[src/rtl/mm_quote_engine_pkg.sv]
// Shared types for the market-maker quote engine: FSM state encoding and order-word field helpers.
// Order word layout is {price, is_buy, is_bot, qty}, so the flag bits sit just above the qty field.
package mm_quote_engine_pkg;

    typedef enum logic [2:0] {
        ST_IDLE     = 3'd0,
        ST_CHK_BID  = 3'd1,
        ST_SEND_BID = 3'd2,
        ST_CHK_ASK  = 3'd3,
        ST_SEND_ASK = 3'd4,
        ST_COOLDOWN = 3'd5
    } mm_state_t;

    function automatic logic order_is_bot(input logic [31:0] word, input int qty_w);
        return word[qty_w];
    endfunction

    function automatic logic order_is_buy(input logic [31:0] word, input int qty_w);
        return word[qty_w+1];
    endfunction

endpackage

[src/rtl/mm_side_counter.sv]
// Saturating open-quote counter for one book side: +1 on accepted order, -1 on bot fill.
// Simultaneous increment and decrement cancel so the count never transiently overshoots.
module mm_side_counter #(
    parameter int CNT_W = 4,
    parameter int LIMIT = 4
) (
    input  logic             clk_engine,
    input  logic             rst_engine_n,
    input  logic             inc,
    input  logic             dec,
    output logic [CNT_W-1:0] count
);
    localparam logic [CNT_W-1:0] LIMIT_C = CNT_W'(LIMIT);

    always_ff @(posedge clk_engine or negedge rst_engine_n) begin
        if (!rst_engine_n) begin
            count <= '0;
        end else if (inc && !dec && count < LIMIT_C) begin
            count <= count + 1'b1;
        end else if (dec && !inc && count != '0) begin
            count <= count - 1'b1;
        end
    end

endmodule

[src/rtl/mm_quote_engine.sv]
// Front-running market maker: quotes one tick inside the best non-bot bid/ask and hands bot
// orders to the bot FIFO over valid/ready, with spread guard, open-quote limit and cooldown.
//
// state       | meaning
// ------------+--------------------------------------------------------------
// ST_IDLE     | waiting for enable and no book freeze
// ST_CHK_BID  | evaluate bid root for an improving buy quote
// ST_SEND_BID | present buy order until accepted
// ST_CHK_ASK  | evaluate ask root (freshly sampled) for an improving sell quote
// ST_SEND_ASK | present sell order until accepted
// ST_COOLDOWN | let bot orders reach the heap roots before re-evaluating
module mm_quote_engine
    import mm_quote_engine_pkg::*;
#(
    parameter int PRICE_W    = 16,
    parameter int QTY_W      = 14,
    parameter int TICK       = 1,
    parameter int QUOTE_QTY  = 10,
    parameter int MIN_SPREAD = 2,
    parameter int MAX_OPEN   = 4,
    parameter int COOLDOWN   = 16,
    parameter int CNT_W      = 4
) (
    input  logic             clk_engine,
    input  logic             rst_engine_n,
    input  logic             toggle_bot_enable,
    input  logic             book_freeze,
    input  logic [31:0]      bid_root,
    input  logic             bid_present,
    input  logic [31:0]      ask_root,
    input  logic             ask_present,
    input  logic             fill_valid,
    input  logic [31:0]      fill_info,
    output logic [31:0]      order_out,
    output logic             order_valid,
    input  logic             order_ready,
    output logic             bot_enabled,
    output logic [CNT_W-1:0] open_bids,
    output logic [CNT_W-1:0] open_asks,
    output logic [2:0]       state_dbg
);
    localparam int CD_W = (COOLDOWN > 1) ? $clog2(COOLDOWN) : 1;
    localparam logic [CD_W-1:0]           CD_LOAD  = CD_W'(COOLDOWN - 1);
    localparam logic [CNT_W-1:0]          MAX_C    = CNT_W'(MAX_OPEN);
    localparam logic [PRICE_W:0]          TICK_C   = (PRICE_W+1)'(TICK);
    localparam logic signed [PRICE_W+1:0] SPREAD_C = (PRICE_W+2)'(MIN_SPREAD);
    localparam logic [QTY_W-1:0]          QTY_C    = QTY_W'(QUOTE_QTY);

    mm_state_t       state, state_nx;
    logic [CD_W-1:0] cd_cnt;
    logic            toggle_prev;
    logic            ld_bid, ld_ask, cd_load, bid_inc, ask_inc;

    logic [PRICE_W-1:0]        bid_price, ask_price, ask_cand;
    logic [PRICE_W:0]          bid_cand;
    logic signed [PRICE_W+1:0] bid_gap, ask_gap;
    logic                      bid_ok, ask_ok;
    logic                      fill_bot, bid_dec, ask_dec;
    logic                      unused_bits;

    assign bid_price = bid_root[31 -: PRICE_W];
    assign ask_price = ask_root[31 -: PRICE_W];
    assign bid_cand  = {1'b0, bid_price} + TICK_C;
    assign ask_cand  = ask_price - TICK_C[PRICE_W-1:0];
    // Gaps are signed so a crossed or inverted book fails the spread guard instead of wrapping.
    assign bid_gap   = $signed({2'b00, ask_price}) - $signed({1'b0, bid_cand});
    assign ask_gap   = $signed({2'b00, ask_cand}) - $signed({2'b00, bid_price});

    assign bid_ok = bid_present && !order_is_bot(bid_root, QTY_W) && (open_bids < MAX_C)
                    && !bid_cand[PRICE_W] && (!ask_present || bid_gap >= SPREAD_C);
    assign ask_ok = ask_present && !order_is_bot(ask_root, QTY_W) && (open_asks < MAX_C)
                    && ({1'b0, ask_price} > TICK_C) && (!bid_present || ask_gap >= SPREAD_C);

    assign fill_bot = fill_valid && order_is_bot(fill_info, QTY_W);
    assign bid_dec  = fill_bot && order_is_buy(fill_info, QTY_W);
    assign ask_dec  = fill_bot && !order_is_buy(fill_info, QTY_W);

    assign unused_bits = ^{bid_root[QTY_W+1], bid_root[QTY_W-1:0], ask_root[QTY_W+1],
                           ask_root[QTY_W-1:0], fill_info[31:QTY_W+2], fill_info[QTY_W-1:0]};

    always_ff @(posedge clk_engine or negedge rst_engine_n) begin
        if (!rst_engine_n) begin
            toggle_prev <= 1'b0;
            bot_enabled <= 1'b0;
        end else begin
            toggle_prev <= toggle_bot_enable;
            if (toggle_bot_enable && !toggle_prev) bot_enabled <= !bot_enabled;
        end
    end

    always_ff @(posedge clk_engine or negedge rst_engine_n) begin
        if (!rst_engine_n) begin
            state     <= ST_IDLE;
            order_out <= '0;
            cd_cnt    <= '0;
        end else begin
            state <= state_nx;
            if (ld_bid) order_out <= {bid_cand[PRICE_W-1:0], 1'b1, 1'b1, QTY_C};
            if (ld_ask) order_out <= {ask_cand, 1'b0, 1'b1, QTY_C};
            if (cd_load)                                  cd_cnt <= CD_LOAD;
            else if (state == ST_COOLDOWN && cd_cnt != '0) cd_cnt <= cd_cnt - 1'b1;
        end
    end

    always_comb begin
        state_nx = state;
        ld_bid   = 1'b0;
        ld_ask   = 1'b0;
        cd_load  = 1'b0;
        bid_inc  = 1'b0;
        ask_inc  = 1'b0;
        case (state)
            ST_IDLE: if (bot_enabled && !book_freeze) state_nx = ST_CHK_BID;
            ST_CHK_BID: begin
                if (book_freeze || !bot_enabled) state_nx = ST_IDLE;
                else if (bid_ok) begin
                    state_nx = ST_SEND_BID;
                    ld_bid   = 1'b1;
                end else state_nx = ST_CHK_ASK;
            end
            ST_SEND_BID: if (order_ready) begin
                bid_inc  = 1'b1;
                state_nx = bot_enabled ? ST_CHK_ASK : ST_IDLE;
            end
            ST_CHK_ASK: begin
                if (book_freeze || !bot_enabled) state_nx = ST_IDLE;
                else if (ask_ok) begin
                    state_nx = ST_SEND_ASK;
                    ld_ask   = 1'b1;
                end else begin
                    state_nx = ST_COOLDOWN;
                    cd_load  = 1'b1;
                end
            end
            ST_SEND_ASK: if (order_ready) begin
                ask_inc = 1'b1;
                if (bot_enabled) begin
                    state_nx = ST_COOLDOWN;
                    cd_load  = 1'b1;
                end else state_nx = ST_IDLE;
            end
            ST_COOLDOWN: if (cd_cnt == '0) state_nx = ST_IDLE;
            default: state_nx = ST_IDLE;
        endcase
    end

    assign order_valid = (state == ST_SEND_BID) || (state == ST_SEND_ASK);
    assign state_dbg   = state;

    mm_side_counter #(.CNT_W(CNT_W), .LIMIT(MAX_OPEN)) u_bid_cnt (
        .clk_engine  (clk_engine),
        .rst_engine_n(rst_engine_n),
        .inc         (bid_inc),
        .dec         (bid_dec),
        .count       (open_bids)
    );

    mm_side_counter #(.CNT_W(CNT_W), .LIMIT(MAX_OPEN)) u_ask_cnt (
        .clk_engine  (clk_engine),
        .rst_engine_n(rst_engine_n),
        .inc         (ask_inc),
        .dec         (ask_dec),
        .count       (open_asks)
    );

endmodule
[config.mk]
export PLATFORM = sky130hd
export DESIGN_NAME = mm_quote_engine
export DESIGN_NICKNAME = d
export VERILOG_FILES = /design/src/rtl/mm_quote_engine_pkg.sv /design/src/rtl/mm_side_counter.sv /design/src/rtl/mm_quote_engine.sv
export SDC_FILE = /design/constraint.sdc
export NUM_CORES = 1
export LEC_CHECK = 0
export CORE_ASPECT_RATIO = 0.6
export CORE_MARGIN = 10
export CORE_UTILIZATION = 43
export CTS_CLUSTER_DIAMETER = 30
export DETAILED_ROUTE_END_ITERATION = 8
export GPL_TIMING_DRIVEN = 1
export PLACE_DENSITY = 0.87
export SETUP_SLACK_MARGIN = 0.1
export SLEW_MARGIN = 40
export SYNTH_ARGS = -nofsm -noshare
export SYNTH_HDL_FRONTEND = slang
export SYNTH_SLANG_ARGS = --single-unit
[constraint.sdc]
create_clock -name clk_engine -period 2.5 [get_ports clk_engine]
set_clock_uncertainty 0.15 [all_clocks]
set_input_delay 0.75 -clock clk_engine [delete_from_list [all_inputs] [get_ports clk_engine]]
set_output_delay 0.75 -clock clk_engine [all_outputs]
set_load 0.02 [all_outputs]
# After elaboration in Yosys (flattened, before gate mapping)
# Index checks and enable logic that the tools add are counted.
op_classes:
  n_eq_ne: 9
  reduce_logical: 49
  add_sub_neg: 9
  mux: 33
  magnitude_cmp: 5
op_table:
  columns: ["operator", "count"]
  rows:
  - ["two-way mux 32 bit", 2]
  - ["two-way mux 4 bit", 6]
  - ["logical AND 1 bit", 22]
  - ["greater-or-equal comparator 18 x 3 -> 1 bit (second input constant)", 1]
  - ["two-way mux 3 bit", 6]
  - ["one-hot mux 3 bit (6 select lines)", 1]
  - ["subtractor 16 x 17 -> 18 bit", 1]
  - ["adder 16 x 1 -> 17 bit (second input constant)", 1]
  - ["greater-or-equal comparator 17 x 3 -> 1 bit (second input constant)", 1]
  - ["subtractor 16 x 16 -> 17 bit", 1]
  - ["> comparator 16 x 1 -> 1 bit (second input constant)", 1]
  - ["subtractor 16 x 1 -> 16 bit (second input constant)", 1]
  - ["two-way mux 1 bit", 15]
  - ["logical NOT 1 bit", 13]
  - ["nonzero test 4 bit", 3]
  - ["subtractor 4 x 1 -> 4 bit (second input constant)", 3]
  - ["adder 4 x 1 -> 4 bit (second input constant)", 2]
  - ["< comparator 4 x 3 -> 1 bit (second input constant)", 2]
  - ["nonzero test 2 bit", 4]
  - ["equality test 3 x 2 -> 1 bit (second input constant)", 2]
  - ["equality test 3 bit (second input constant)", 2]
  - ["!= test 2 bit (second input constant)", 3]
  - ["logical NOT 4 bit", 1]
  - ["logical OR 1 bit", 4]
  - ["6 further kinds", 7]
totals:
  in_bits: 104
  reg_bits: 49
  wordCells: 112

# Longest topological paths before layout
# Gate-level depths: netlist of run 1.
depth:
  ltp_word: 10
  mapped_depth: 19
  ltp_nobuf: 18

# By module
# Synthesis of run 1 repeated with hierarchy kept, for this count alone.
hier_totals:
  hier_cells: 562
  area_unflattened_um2: 4561.9
by_module_without_submodules:
  columns: ["module", "area_per_inst_um2", "instances", "cells_each"]
  rows:
  - ["mm_quote_engine", 3961.3, 1, 512]
  - ["mm_side_counter", 300.3, 2, 25]

# Worst setup path before layout of run 1
# Ideal clock, no wire load.
synth_timing:
  path_type: "input to register"
  start: "input ask_root[25]"
  end: "register order_out[24]"
  arrival_time_ns: 4.241
  n_path_buf: 3
  setup_slack_ns: -2.029
  path_stages: 18
  required_ns: 2.211
  path_cell_list: "clkbuf_1 or3_1 or3_1 nor3_1 xor2_1 ha_1 clkbuf_1 a22oi_1 o221ai_1 a2111oi_0 o211ai_1 nor3_1 o2111ai_1 nor4_1 nor3_1 clkbuf_1 nand2_1 o311ai_2"
synth_via:
  elab_chain_len: 9
  word_cells_on_any_way: 19
  classes_between: "add/sub: 3; order compare: 3; mux: 7; reduce/logical: 6"
synth_rtl:
  columns: ["element", "line_no", "rtl"]
  rows:
  - ["start: declaration", "mm_quote_engine.sv:30", "input logic [31:0] ask_root,"]
  - ["subtractor 16 x 1 -> 16 bit", "mm_quote_engine.sv:64", "assign ask_cand = ask_price - TICK_C[PRICE_W-1:0];"]
  - ["subtractor 16 x 16 -> 17 bit", "mm_quote_engine.sv:67", "assign ask_gap = $signed({2'b00, ask_cand}) - $signed({2'b00, bid_price});"]
  - ["greater-or-equal comparator 17 x 3 -> 1 bit", "mm_quote_engine.sv:72", "&& ({1'b0, ask_price} > TICK_C) && (!bid_present || ask_gap >= SPREAD_C);"]
  - ["logical OR 1 bit", "mm_quote_engine.sv:72", null]
  - ["logical AND 1 bit", "mm_quote_engine.sv:72", null]
  - ["two-way mux 1 bit", "mm_quote_engine.sv:127", "else if (ask_ok) begin"]
  - ["two-way mux 1 bit", "mm_quote_engine.sv:126", "if (book_freeze || !bot_enabled) state_nx = ST_IDLE;"]
  - ["two-way mux 1 bit", "mm_quote_engine.sv:112", "case (state)"]
  - ["two-way mux 32 bit / nonzero test 2 bit (equally long branches)", null, null]
  - ["end signal: assignment", "mm_quote_engine.sv:98", "if (ld_bid) order_out <= {bid_cand[PRICE_W-1:0], 1'b1, 1'b1, QTY_C};"]
  - ["end signal: assignment", "mm_quote_engine.sv:99", "if (ld_ask) order_out <= {ask_cand, 1'b0, 1'b1, QTY_C};"]
  - ["end: declaration", "mm_quote_engine.sv:34", "output logic [31:0] order_out,"]
# Parallel ways exist; a longest one is shown, timed or not.
# A chain may end at the register's enable or synchronous reset.

# Worst setup path in the final report of run 1
layout_timing:
  start: "input ask_root[23]"
  end: "register order_out[23]"
# The elaborated chain is that of the path after synthesis.

==> out/qor.csv, run 1 <==
stage;metric;value;unit
outcome;status;finished, violations left;
outcome;violations;negative setup slack;
power;power_density;559.7;nW/µm²
cts;cts.clk_slew.worst_paths;0.07;ns
yosys;synth-main-ff-cell;dfrtp_1;
global_routing;grt_use_total;30.21;%
yosys;ys_ff_latch;35;
setup_path;required;2.54;ns
floorplan;die_h;98.80;µm
floorplan;placement_rows;28;
sta;relSlewSlack;35.75;%
layout;stdcell_area;8117;µm²
detailed_routing;wl;25340;µm
power;power;4543;µW
setup_path;crit_path_start_kind;input pin;
sta;timing.fmax;195.6;MHz
global_routing;grt_pass1_wl;36000;µm
yosys;synthXorXnorAreaFrac;8.465;%
yosys;netlist_area;4449;µm²
yosys;synth_cell_types;75;
yosys;synthAdderAreaFrac;12.77;%
power;leakage;0.003666;µW
yosys;synth_compound_area_share;23.79;%
setup_path;critPathKind;input pin to flip-flop;
layout;utilization;81.29;%
sta;slew_viol_final;0;
layout;antennaDiodeCount;0;
setup_path;r2r_cells;12;
global_routing;antenna_found_initial;0;
setup_path;r2r_setup_slack;-0.44;ns
yosys;synth_top_family_by_area;simple AND/OR/NAND/NOR gates;
yosys;muxShareOfSynthArea;2.784;%
cts;cts.htree.levels;2;
setup_path;timing.rr.start;u_ask_cnt.count[3];
global_routing;gr-total-overflow;0;
yosys;ys_top_cells_by_area;dfrtp_1 (20%), ha_1 (11%), xnor2_1 (5.7%);
min_path;hp-class;input pin to async pin;
global_routing;grt-busiest-layer;met2;
yosys;yosys.area.top_type;dfrtp_1;
yosys;ys_warn_count;0;
cts;holdBufCountCts;0;
setup_path;r2r_end;order_out[23];
setup_path;critPathCaptureType;flip-flop;
layout;final_layout_size_suffix_gt1_share;44.99;%
cts;insertion_delay;0.30;ns
setup_path;crit_arrival;5.16;ns
power;peakVddDrop;507.9;µV
yosys;syn_inst;558;
layout;syn2layout_area_growth;82.42;%
detailed_routing;vias_per_cell;6.715;
global_routing;first_global_vias;6712;
detailed_routing;post-route-drc-count;0;
yosys;synth_edf_count;0;
place;dp.final_hpwl;14260;µm
setup_path;critPathMaxFanout;6;
floorplan;dieArea;14950;µm²
sta;worstMarginPinSlew;0.9550;ns
place;globalplace.congestion;1.089;
sta;final.period_utilization;204.5;%
yosys;yosysMostFrequentCell;nand2_1;
yosys;synth-seq-area-share;19.69;%
sta;rsz0062_at_grt;yes;
layout;nets;1004;
floorplan;coreArea;9985;µm²
floorplan;num_io_pins;149;
yosys;synthArstFlopShare;100.0;%
cts;cts_root_buffer;clkbuf_16;
sta;hold_viol_final;0;
cts;cts_tree;done;
yosys;synthTopCellsByCount;nand2_1 (51), inv_1 (43), nor2_1 (40), ha_1 (39), dfrtp_1 (35);
place;port_buffers;76;
detailed_routing;firstDrtPassIters;7;
sta;post-route-min-period;5.113;ns
detailed_routing;drt_iter0_markers;824;
run;maxCapViolations;0;
global_routing;met1_usage;32.82;%
yosys;post_synth.cell_area_avg;7.974;µm²
global_routing;grt_use_met3;12.15;%
floorplan;fp.dieW;151.3;µm
detailed_routing;ant_nets;0;
sta;finalSetupViolCount;23;
setup_path;crit_end;order_out[23];
detailed_routing;vias;6668;
global_routing;met2_usage;47.34;%
place;dp_slack;-3.010;ns
cts;cts_sinks;35;
yosys;synth_simple_gate_area_share;24.72;%
cts;cts_buffer_depth;2;
setup_path;cp-startpoint;ask_root[23];
global_routing;grt_max_degree;36;
cts;numCtsBuffers;5;
yosys;yosys.area.top_type_share;19.69;%
place;placed_cell_area;6736;µm²
floorplan;start_util;44.56;%
sta;fin_ws;-2.613;ns
detailed_routing;wl_per_cell;25.51;µm
-- worst min-delay path by stage --
stage	endpoint	slack [ns]
2_1_floorplan	bot_enabled	0.30
3_3_place_gp	order_out[14]	0.35
3_5_place_dp	order_out[15]	0.37
4_1_cts	order_out[15]	0.38
5_1_grt	order_out[22]	0.30
6_report	order_out[16]	0.27
-- stage by stage --
stage | setup TNS (ns) | std cells | hold slack (ns)
floorplan | -38.72 | 569 | 0.3044
global placement | -60.50 | 937 | 0.3500
detailed placement | -70.21 | 937 | 0.3709
CTS | -46.13 | 981 | 0.3807
global route | -59.38 | 993 | 0.2980
finish | -57.92 | 993 | 0.2655
-- final cells by class --
class,count,area (µm²)
clock buffer,5,125.1
clock inverter,3,20.02
fill,527,1868
inverter,44,165.2
multi-input combinational,461,4058
sequential,35,877.1
tap,135,168.9
timing repair buffer,310,2703
-- layer usage --
| layer | wire length, µm | part of all wire (%) |
|---|---|---|
| met1 | 8733 | 34 |
| met2 | 10800 | 43 |
| met3 | 3549 | 14 |
| met4 | 2257 | 8.9 |
| met5 | 0 | 0 |
-- placed cells by master, fill, tap and decap left out, drive strengths merged, types with 4 or more instances in the layout --
cell type        n
o2111ai          4
o21ai           29
inv             44
or2              4
clkbuf           8
dlygate4sd2     11
ha              39
xor2            14
a31oi            9
nand2           51
a21oi           22
a211oi           6
and2             6
clkdlybuf4s50   50
nor2            40
nor2b           12
mux2i            9
nor4             9
nor3            20
nand3           20
o21a             8
dfrtp           35
o311ai          14
fa               4
xnor2           29
a21o             8
conb            12
nand3b          18
or3              7
buf            244
nand4            5
o211ai           7
-- state kept, by name, indices dropped and copies added (netlist names) --
name             count
bot_enabled          1
cd_cnt               4
order_out           18
state_dbg            3
toggle_prev          1
u_ask_cnt.count      4
u_bid_cnt.count      4
-- logic make-up (layout without fill, tap and decap cells) --
| kind of cell | Yosys count | count (layout) |
|---|---|---|
| buffers and inverters | 73 | 362 |
| AO/OA/AOI/OAI | 140 | 140 |
| other | 1 | 12 |
| adder cells (fa/ha/maj) | 43 | 43 |
| multiplexers | 12 | 12 |
| XOR/XNOR | 43 | 43 |
| flip-flops | 35 | 35 |
| AND/OR/NAND/NOR | 211 | 211 |
-- report_power, final --
| part | internal (µW) | switching, µW | total, µW |
|---|---|---|---|
| logic | 1350 | 1520 | 2870 |
| clock network | 368 | 290 | 658 |
| registers | 757 | 255 | 1010 |
-- worst max-delay path, cell delays in order --
cell and delay, ns:
buf_8 0.10, or3_4 0.41, nor2_4 0.19, nand2_2 0.12
nor3_4 0.34, xor2_2 0.28, ha_2 0.33, buf_6 0.13
nand2_1 0.08, o221ai_2 0.12, a2111oi_4 0.43, buf_4 0.17
o211ai_1 0.11, nor3_2 0.25, o2111ai_2 0.17, nor4_2 0.31
buf_4 0.18, nor3_4 0.06, buf_6 0.15, buf_12 0.13
nand3b_1 0.22, o311ai_4 0.11
-- timing repair --
action | CTS | global route
gates resized for setup | 178 | 60
setup buffers | 30 | 16
cloned | 7 | 0
pin swaps | 59 | 44
setup endpoints to repair | 31 | 29
(Power assumes the default switching activity.)
==> run 2, diff against run 1 <==
- clock period: 2.5 -> 4.6 ns (I/O delays scaled with it)
==> run 2 against run 1 <==
The run still ends with negative setup slack left. Critical path depth grew 2. Combinational power shrank 49%. Core utilization shrank 4.1 points. Worst hold slack improved by 0.12 ns. Sequential power is 46% lower. First-iteration DRC count is 3.4% higher. Sequential cell count stayed put. Wire length decreased by 11%. Non-clock buffer count is 36 lower. Largest cell class unchanged.
==> out/qor.csv, run 2 (same netlist as run 1, synthesis figures left out) <==
stage;metric;value;unit
outcome;status;finished, violations left;
floorplan;dieArea;14950;µm²
place;port_buffers;76;
detailed_routing;vias_per_cell;6.319;
run;maxCapViolations;0;
layout;antennaDiodeCount;0;
floorplan;start_util;44.56;%
power;peakVddDrop;231.7;µV
setup_path;r2r_end;order_out[21];
place;globalplace.congestion;1.011;
setup_path;r2r_setup_slack;1.48;ns
cts;cts.clk_slew.worst_paths;0.07;ns
cts;insertion_delay;0.30;ns
setup_path;crit_arrival;5.67;ns
floorplan;die_h;98.80;µm
sta;timing.fmax;177.3;MHz
global_routing;grt_pass1_wl;31040;µm
place;post-place-cells;911;
global_routing;grt_max_degree;36;
global_routing;gr-total-overflow;0;
detailed_routing;post-route-drc-count;0;
cts;holdBufCountCts;0;
global_routing;antenna_found_initial;0;
place;dp.final_hpwl;13560;µm
detailed_routing;wl_per_cell;23.57;µm
power;leakage;0.003496;µW
setup_path;required;4.63;ns
cts;cts_tree;done;
setup_path;r2r_cells;11;
sta;worstMarginPinSlew;0.6769;ns
setup_path;cpPeakStageDelay;0.48;ns
cts;cts_buffer_depth;2;
min_path;holdCritStartpoint;order_out[15];
cts;numCtsBuffers;5;
layout;mostFrequentLayoutCell;buf_4;
layout;instances_no_fill;957;
setup_path;crit_path_start_kind;input pin;
layout;largest-register;order_out;
detailed_routing;drt_iter0_markers;852;
setup_path;worstPathCellList;buf_8, nor3_4, buf_4, nand3b_1, or3_4, xnor2_4, ha_4, buf_4, buf_4, mux2i_1, nand2_1, o221ai_2, a2111oi_2, buf_4, o211ai_1, nor3_2, o2111ai_2, nor4_4, buf_4, nor3_4, buf_12, buf_12, buf_16, o311ai_4;
setup_path;critPathMaxFanout;7;
sta;hold_viol_final;0;
detailed_routing;ant_nets;0;
sta;relSlewSlack;54.87;%
cts;cts_sinks;35;
min_path;hold_depth;2;
detailed_routing;wl;22560;µm
detailed_routing;firstDrtPassIters;8;
sta;finalSetupViolCount;23;
global_routing;grt_use_total;25.72;%
setup_path;cp_common_cell;buf_4;
detailed_routing;vias;6047;
min_path;hp-class;flip-flop to flip-flop;
setup_path;critPathKind;input pin to flip-flop;
layout;fillers;591;
floorplan;fp.dieW;151.3;µm
layout;largest_reg_flops;18;
power;power;2346;µW
sta;slew_viol_final;0;
cts;cts.htree.levels;2;
sta;whs;0.3809;ns
cts;cts_root_buffer;clkbuf_16;
global_routing;first_global_vias;5927;
setup_path;cp_slowest_cell;or3_4;
layout;nets;968;
layout;syn2layout_area_growth;73.20;%
setup_path;timing.rr.start;u_ask_cnt.count[2];
setup_path;critPathCaptureType;flip-flop;
floorplan;placement_rows;28;
sta;post-route-min-period;5.639;ns
min_path;hold-path-endpoint;order_out[15];
layout;layout_common_cells;buf_4 (185), clkdlybuf4s50_1 (56), inv_1 (41), nand2_1 (37);
sta;fin_ws;-1.039;ns
sta;final.period_utilization;122.6;%
floorplan;num_io_pins;149;
layout;final_layout_size_suffix_gt1_share;40.39;%
sta;rsz0062_at_grt;yes;
outcome;violations;negative setup slack;
power;power_density;304.4;nW/µm²
floorplan;coreArea;9985;µm²
==> run 2: cell types whose count changed in the layout (fill, tap and decap cells not counted), sizes merged <==
cell,delta
buf,-40
bufbuf,-1
clkbuf,+5
clkdlybuf4s15,-1
clkdlybuf4s50,+6
clkinvlp,-1
dlygate4sd2,-10
dlymetal6s2s,+6
==> run 2: how the worst max path moves through the flow <==
stage / start / to / slack [ns] / cells past startpoint
after floorplan: ask_root[25] / order_out[25] / -0.28 / 19
after global placement: ask_root[21] / order_out[26] / -1.41 / 20
after detailed placement: ask_root[21] / order_out[19] / -1.59 / 19
after CTS: ask_root[25] / order_out[31] / -0.90 / 22
after global routing: ask_root[21] / order_out[21] / -1.10 / 24
final: ask_root[21] / order_out[21] / -1.04 / 24
==> run 2: layout make-up <==
| cell class | count | area, µm² | share of cell area (%) |
|---|---|---|---|
| Clock inverter | 2 | 12.51 | 0.1624 |
| Multi-Input combinational cell | 461 | 4004 | 51.96 |
| Clock buffer | 6 | 128.9 | 1.672 |
| Tap cell | 135 | 168.9 | 2.192 |
| Sequential cell | 35 | 875.8 | 11.37 |
| Timing Repair Buffer | 274 | 2351 | 30.51 |
| Inverter | 44 | 165.2 | 2.143 |
==> run 2: where the power goes <==
group,internal (µW),switching [µW]
Clock,200,150
Combinational,688,759
Sequential,411,138
Total,1300,1050
==> run 2: stage by stage <==
step | instance area [µm²] | utilization [%] | worst slack, ns | setup TNS (ns)
6_report | 7706 | 77.18 | -1.039 | -20.32
5_1_grt | 7706 | 77.18 | -1.104 | -22.54
4_1_cts | 7229 | 72.41 | -0.8963 | -18.92
3_5_place_dp | 6494 | 65.04 | -1.594 | -34.49
3_3_place_gp | 6494 | 65.04 | -1.414 | -31.04
2_1_floorplan | 4558 | - | -0.2771 | -4.912
==> run 2: per-layer routing <==
metal | wire [µm] | track usage, % | vias up
li1 | - | - | 2547
met1 | 8164 | 31.05 | 2824
met2 | 10400 | 43.66 | 509
met3 | 2381 | 5.342 | 167
met4 | 1618 | 10.17 | 0
met5 | 0 | 0 | -
==> run 2: repair_timing <==
item                                    4_1_cts  5_1_grt
setup buffers                                19       17
resized for setup                            94      107
cloned                                        3        0
endpoints found under the setup margin       23       23
pin swaps                                    34       44
==> run 2: worst max-delay path: cells and delay by family <==
family	cells	cell delay, ns
AO/OA/AOI/OAI	5	1.01
XOR/XNOR	1	0.15
adder cells (fa/ha/maj)	1	0.17
buffers and inverters	9	1.33
multiplexers	1	0.13
AND/OR/NAND/NOR	7	1.50
